===== config.mk =====
export PLATFORM = sky130hd
export DESIGN_NAME = program_loader
export DESIGN_NICKNAME = d
export VERILOG_FILES = /design/src/rtl/loader_defs.sv /design/src/rtl/program_loader.sv
export SDC_FILE = /design/constraint.sdc
export NUM_CORES = 1
export LEC_CHECK = 0
export BUFFER_PORTS_ARGS = -buffer_cell sky130_fd_sc_hd__buf_2
export CAP_MARGIN = 20
export CORE_UTILIZATION = 56
export CTS_BUF_LIST = sky130_fd_sc_hd__clkbuf_8
export DETAILED_ROUTE_END_ITERATION = 8
export PLACE_DENSITY = 0.87
export SYNTH_ARGS = -nofsm -noshare
export SYNTH_HDL_FRONTEND = slang
export SYNTH_SLANG_ARGS = --single-unit

===== constraint.sdc =====
create_clock -name clk -period 1.84 [get_ports clk]
set_input_delay 0.092 -clock clk [delete_from_list [all_inputs] [get_ports clk]]
set_output_delay 0.092 -clock clk [all_outputs]
set_load 0.1 [all_outputs]

===== src/rtl/loader_defs.sv =====
// Shared definitions for program_loader: data width and FSM state encodings.
// Build option: LOADER_CHECKSUM_EN adds the CHECK state, which verifies a
// trailing checksum byte after the last data byte.
package loader_defs;

    localparam int DATA_W = 8;

    typedef enum logic [2:0] {
        ST_IDLE    = 3'd0,
        ST_WAIT    = 3'd1,
        ST_ADDR    = 3'd2,
        ST_DATA    = 3'd3,
`ifdef LOADER_CHECKSUM_EN
        ST_CHECK   = 3'd4,
`endif
        ST_RELEASE = 3'd5,
        ST_DONE    = 3'd6,
        ST_ERROR   = 3'd7
    } state_e;

endpackage


===== src/rtl/program_loader.sv =====
// program_loader: accepts a byte stream and replays it onto the computer's
// GLOBAL_BUS as MAR-load / RAM-write strobe pairs while holding the CPU in
// reset. Once the image is in RAM it pulses the microstep counter reset and
// releases the CPU.
// Build option: LOADER_CHECKSUM_EN expects one checksum byte (mod-256 sum of
// the data bytes) after the s_last byte; a mismatch ends in ERROR.
module program_loader
    import loader_defs::*;
#(
    parameter int RAM_ADDRESS_BITS = 8,
    parameter int RAM_SIZE         = 256
) (
    input  logic                      clk,
    input  logic                      RESET,
    input  logic                      start,
    input  logic [DATA_W-1:0]         s_data,
    input  logic                      s_valid,
    input  logic                      s_last,
    output logic                      s_ready,
    output logic [DATA_W-1:0]         bus_data,
    output logic                      mar_in,
    output logic                      ram_in,
    output logic                      RESET_counter,
    output logic                      cpu_RESETn,
    output logic                      busy,
    output logic                      done,
    output logic                      error,
    output logic [RAM_ADDRESS_BITS:0] byte_count
);

    // Highest writable address; a non-last byte landing here overflows.
    localparam logic [RAM_ADDRESS_BITS-1:0] LAST_ADDR = RAM_ADDRESS_BITS'(RAM_SIZE - 1);

    state_e                      state_q, state_d;
    logic [RAM_ADDRESS_BITS-1:0] addr_q, addr_d;
    logic [RAM_ADDRESS_BITS:0]   count_q, count_d;
    logic [DATA_W-1:0]           data_q, data_d;
    logic                        last_q, last_d;
`ifdef LOADER_CHECKSUM_EN
    logic [DATA_W-1:0]           sum_q, sum_d;
    logic                        csum_phase_q, csum_phase_d;
`endif

    logic                        s_ready_q, s_ready_d;
    logic [DATA_W-1:0]           bus_data_q, bus_data_d;
    logic                        mar_in_q, mar_in_d;
    logic                        ram_in_q, ram_in_d;
    logic                        rst_cnt_q, rst_cnt_d;
    logic                        cpu_rstn_q, cpu_rstn_d;
    logic                        busy_q, busy_d;
    logic                        done_q, done_d;
    logic                        error_q, error_d;

    // Next-state, datapath and output decode; outputs follow the next state so they register with it.
    always_comb begin
        // NOTE: every signal assigned here gets a default first so no path leaves it unassigned and infers a latch.
        state_d = state_q;
        addr_d  = addr_q;
        count_d = count_q;
        data_d  = data_q;
        last_d  = last_q;
`ifdef LOADER_CHECKSUM_EN
        sum_d        = sum_q;
        csum_phase_d = csum_phase_q;
`endif

        case (state_q)
            ST_IDLE, ST_DONE, ST_ERROR: begin
                if (start) begin
                    state_d = ST_WAIT;
                    addr_d  = '0;
                    count_d = '0;
`ifdef LOADER_CHECKSUM_EN
                    sum_d        = '0;
                    csum_phase_d = 1'b0;
`endif
                end
            end
            ST_WAIT: begin
                if (s_valid && s_ready_q) begin
                    data_d  = s_data;
                    last_d  = s_last;
                    state_d = ST_ADDR;
`ifdef LOADER_CHECKSUM_EN
                    // The byte after the s_last byte is the checksum: compare, never write.
                    if (csum_phase_q) begin
                        state_d = ST_CHECK;
                    end
`endif
                end
            end
            ST_ADDR: begin
                state_d = ST_DATA;
            end
            ST_DATA: begin
                addr_d  = addr_q + RAM_ADDRESS_BITS'(1);
                count_d = count_q + (RAM_ADDRESS_BITS + 1)'(1);
`ifdef LOADER_CHECKSUM_EN
                sum_d = sum_q + data_q;
`endif
                if (last_q) begin
`ifdef LOADER_CHECKSUM_EN
                    csum_phase_d = 1'b1;
                    state_d      = ST_WAIT;
`else
                    state_d = ST_RELEASE;
`endif
                end else if (addr_q == LAST_ADDR) begin
                    state_d = ST_ERROR;
                end else begin
                    state_d = ST_WAIT;
                end
            end
`ifdef LOADER_CHECKSUM_EN
            ST_CHECK: begin
                state_d = (data_q == sum_q) ? ST_RELEASE : ST_ERROR;
            end
`endif
            ST_RELEASE: begin
                state_d = ST_DONE;
            end
            default: begin
                state_d = ST_IDLE;
            end
        endcase

        s_ready_d  = (state_d == ST_WAIT);
        mar_in_d   = (state_d == ST_ADDR);
        ram_in_d   = (state_d == ST_DATA);
        rst_cnt_d  = (state_d == ST_RELEASE);
        cpu_rstn_d = (state_d == ST_DONE);
        done_d     = (state_d == ST_DONE);
        error_d    = (state_d == ST_ERROR);
        busy_d     = !(state_d inside {ST_IDLE, ST_DONE, ST_ERROR});

        bus_data_d = '0;
        if (state_d == ST_ADDR) begin
            bus_data_d = DATA_W'(addr_d);
        end else if (state_d == ST_DATA) begin
            bus_data_d = data_d;
        end
    end

    // State, datapath and registered outputs; RESET clears everything at once, even mid-load.
    always_ff @(posedge clk or posedge RESET) begin
        if (RESET) begin
            state_q    <= ST_IDLE;
            addr_q     <= '0;
            count_q    <= '0;
            data_q     <= '0;
            last_q     <= 1'b0;
`ifdef LOADER_CHECKSUM_EN
            sum_q        <= '0;
            csum_phase_q <= 1'b0;
`endif
            s_ready_q  <= 1'b0;
            bus_data_q <= '0;
            mar_in_q   <= 1'b0;
            ram_in_q   <= 1'b0;
            rst_cnt_q  <= 1'b0;
            cpu_rstn_q <= 1'b0;
            busy_q     <= 1'b0;
            done_q     <= 1'b0;
            error_q    <= 1'b0;
        end else begin
            // NOTE: non-blocking assignments so every flop samples the values from before this edge.
            state_q    <= state_d;
            addr_q     <= addr_d;
            count_q    <= count_d;
            data_q     <= data_d;
            last_q     <= last_d;
`ifdef LOADER_CHECKSUM_EN
            sum_q        <= sum_d;
            csum_phase_q <= csum_phase_d;
`endif
            s_ready_q  <= s_ready_d;
            bus_data_q <= bus_data_d;
            mar_in_q   <= mar_in_d;
            ram_in_q   <= ram_in_d;
            rst_cnt_q  <= rst_cnt_d;
            cpu_rstn_q <= cpu_rstn_d;
            busy_q     <= busy_d;
            done_q     <= done_d;
            error_q    <= error_d;
        end
    end

    assign s_ready       = s_ready_q;
    assign bus_data      = bus_data_q;
    assign mar_in        = mar_in_q;
    assign ram_in        = ram_in_q;
    assign RESET_counter = rst_cnt_q;
    assign cpu_RESETn    = cpu_rstn_q;
    assign busy          = busy_q;
    assign done          = done_q;
    assign error         = error_q;
    assign byte_count    = count_q;

endmodule


==> flow_metrics.tcl <==
set metrics [dict create \
    yosysMostFrequentCell "dfrtp_1" \
    grt_max_degree 45 \
    final_cell_area_sq_um 2270 \
    critPathArrivalTime_ps 1850 \
    rsz0062_at_grt "no" \
    max-cap-violations 0 \
    overflow 0 \
    yosysTopAreaCell "dfrtp_1" \
    antenna_cells 0 \
    skew_ps 3.33 \
    first_pass_iters 4 \
    cts_tree "built" \
    post_drt_wl_per_cell_um 13.9 \
    gp_congestion 0.824 \
    core-area_sq_um 3340 \
    synth_cell_type_count 45 \
    hold_viol_final 0 \
    synth_edf_count 0 \
    hp-class "input pin to flop" \
    cts-buffers-inserted 5 \
    synth_area_sq_um 1960 \
    p_leak_uw 0.00112 \
    post-route-drc-count 0 \
    grt_antenna_before_repair 0 \
    fin_nets 220 \
    ys.flop_type "dfrtp_1" \
    synth_top_area_share_pct 56.3 \
    place_ws_ps 200 \
    io_pins 38 \
    ir_drop_v 0.000861 \
    clock_latency_ps 300 \
    yosys-top-cells-area "dfrtp_1, mux2_2, a22o_1, nand3_1, a21oi_1" \
    power_per_cell_area_nw_per_um2 1910 \
    timing_worst_setup_path_type "flop to flop" \
    syn_inst 163 \
    grt_pass1_vias 1421 \
    path_clk_slew_ps 80 \
    yosys_warnings 0 \
    status "finished, final reports clean" \
    final_util_pct 68.1 \
    die_x_um 61.1 \
    worst_slack_ps 179 \
    synthTopCellsByCount "dfrtp_1, nand3_1, a21oi_1" \
    io_buffer_count 37 \
    start_kind "flop" \
    async_reset_ff_share_pct 100 \
    ant_nets 0 \
    endpoint_kind "flop" \
    cts_resized 0 \
    crit_chain "nand2b_1 > nor2b_4 > mux2_2" \
    max_clock_freq_mhz 602 \
    wl_um 3520 \
    worst_slew_pin_slew_ps 542 \
    critPathRequiredTime_ps 2020 \
    initial_utilization_pct 58.6 \
    drive_above_1_share_pct 34.0 \
    cp_slowest_cell "dfrtp_1" \
    htreeDepth 2 \
    grt_pass1_wl_um 6050 \
    cpPeakStageDelay_ps 600 \
    yosysSeqAreaShare_pct 56.3 \
    setup_violations 0 \
    viasPerCell 5.69 \
    num_vias 1433 \
    slew_headroom_pct 63.9 \
    rows 21 \
    drv_slew 0 \
    ys_ff_latch 44 \
    die_h_um 61.1 \
    p_total_uw 4350 \
    critPathMaxFanout 15 \
    track_usage_pct 22.5 \
    synth_nets 178 \
    dpl.hpwl_um 2520 \
    cts_sinks 44 \
    drt_iter0_drc 64 \
    setup_tns_ps 0 \
    root_buffer "clkbuf_8" \
    fin_crit_ps 1660 \
    post-route-period-util_pct 90.3 \
    placed_area_sq_um 2170 \
    syn2layout_area_growth_pct 16.2 \
    dieArea_sq_um 3730 \
    syn_area_per_cell_sq_um 12.0 \
    cts_max_path_buffers 2 \
]
[critical path, delay by kind of cell, from the launching register on]
kind / cells / cell delay (ps)
flops: 1 / 600
mux: 1 / 380
simple gates: 2 / 560
[path summary, 6_finish.rpt]
kind                                 end           from  slack (ps)  cells after the start
max                            data_q[7]     state_q[0]         180                      3
min                            data_q[0]      s_data[0]          20                      2
max reg2reg                    data_q[7]     state_q[0]         180                      3
min reg2reg                byte_count[8]  byte_count[8]         480                      1
max in group asynchronous  byte_count[0]          RESET         970                      4
min in group asynchronous    bus_data[4]          RESET         470                      4
[timing repair]
| action | CTS | global route |
|---|---|---|
| setup buffers | 0 | 0 |
| hold buffers | 1 | 0 |
| hold endpoints to repair | 44 | 0 |
[cell usage in the layout, fill, tap and decap left out, types with 5 or more instances in the layout]
cell,synthesis,final
o21ai_0,7,7
clkbuf_8,0,6
dfrtp_1,44,41
inv_1,5,5
nand2_1,7,7
a22o_1,7,7
mux2_2,7,7
a21oi_1,10,10
nand3_1,11,11
nand4_1,5,5
buf_2,2,37
[routing by layer]
| metal | share of wire, % | track usage, % | wire [um] | vias to the layer above |
|---|---|---|---|---|
| li1 | - | - | - | 683 |
| met1 | 42 | 26.0 | 1470 | 713 |
| met2 | 53 | 39.8 | 1850 | 30 |
| met3 | 4.2 | 6.30 | 147 | 7 |
| met4 | 1.3 | 8.44 | 47 | 0 |
| met5 | 0 | 0 | 0 | - |
[area by class of cell]
type / instances / area, sq um
inverters: 6 / 22.5
fillers: 252 / 1060
well taps: 46 / 57.6
repair buffers: 42 / 225
clock inverters: 2 / 10.0
clock buffers: 6 / 82.6
multi-input cells: 106 / 769
flip-flops and latches: 44 / 1100
[logic make-up after synthesis]
logic type                 count (synthesis)  share of synthesized area [%]
AOI/OAI and AO/OA                         43                           15.3
xor gates and xnor gates                   1                          0.448
adders and majority gates                  2                           1.28
buffers and inverters                     13                           4.35
DFF                                       44                           56.3
muxes                                     11                           6.59
and+or+nand+nor                           49                           15.7
[sequential cells by signal, indices dropped and copies added, names as in the netlist]
register,count
byte_count,9
state_q,3
last_q,1
busy,1
bus_data,8
RESET_counter,1
addr_q,8
error,1
mar_in,1
ram_in,1
done,1
data_q,8
s_ready,1
[per-stage QoR]
step                instances  hold slack (ps)
floorplan                 163              240
global placement          243              239
detailed placement        243              271
CTS                       252             16.9
global route              252             23.1
finish                    252             24.4
[where the power goes]
part	switching (uW)	leakage, uW	internal [uW]
combinational	1600	0.000501	565
clock	315	0.0000510	299
sequential	283	0.000566	1290
total	2190	0.00112	2160
No activity file was read; power rests on OpenSTA's default activity.
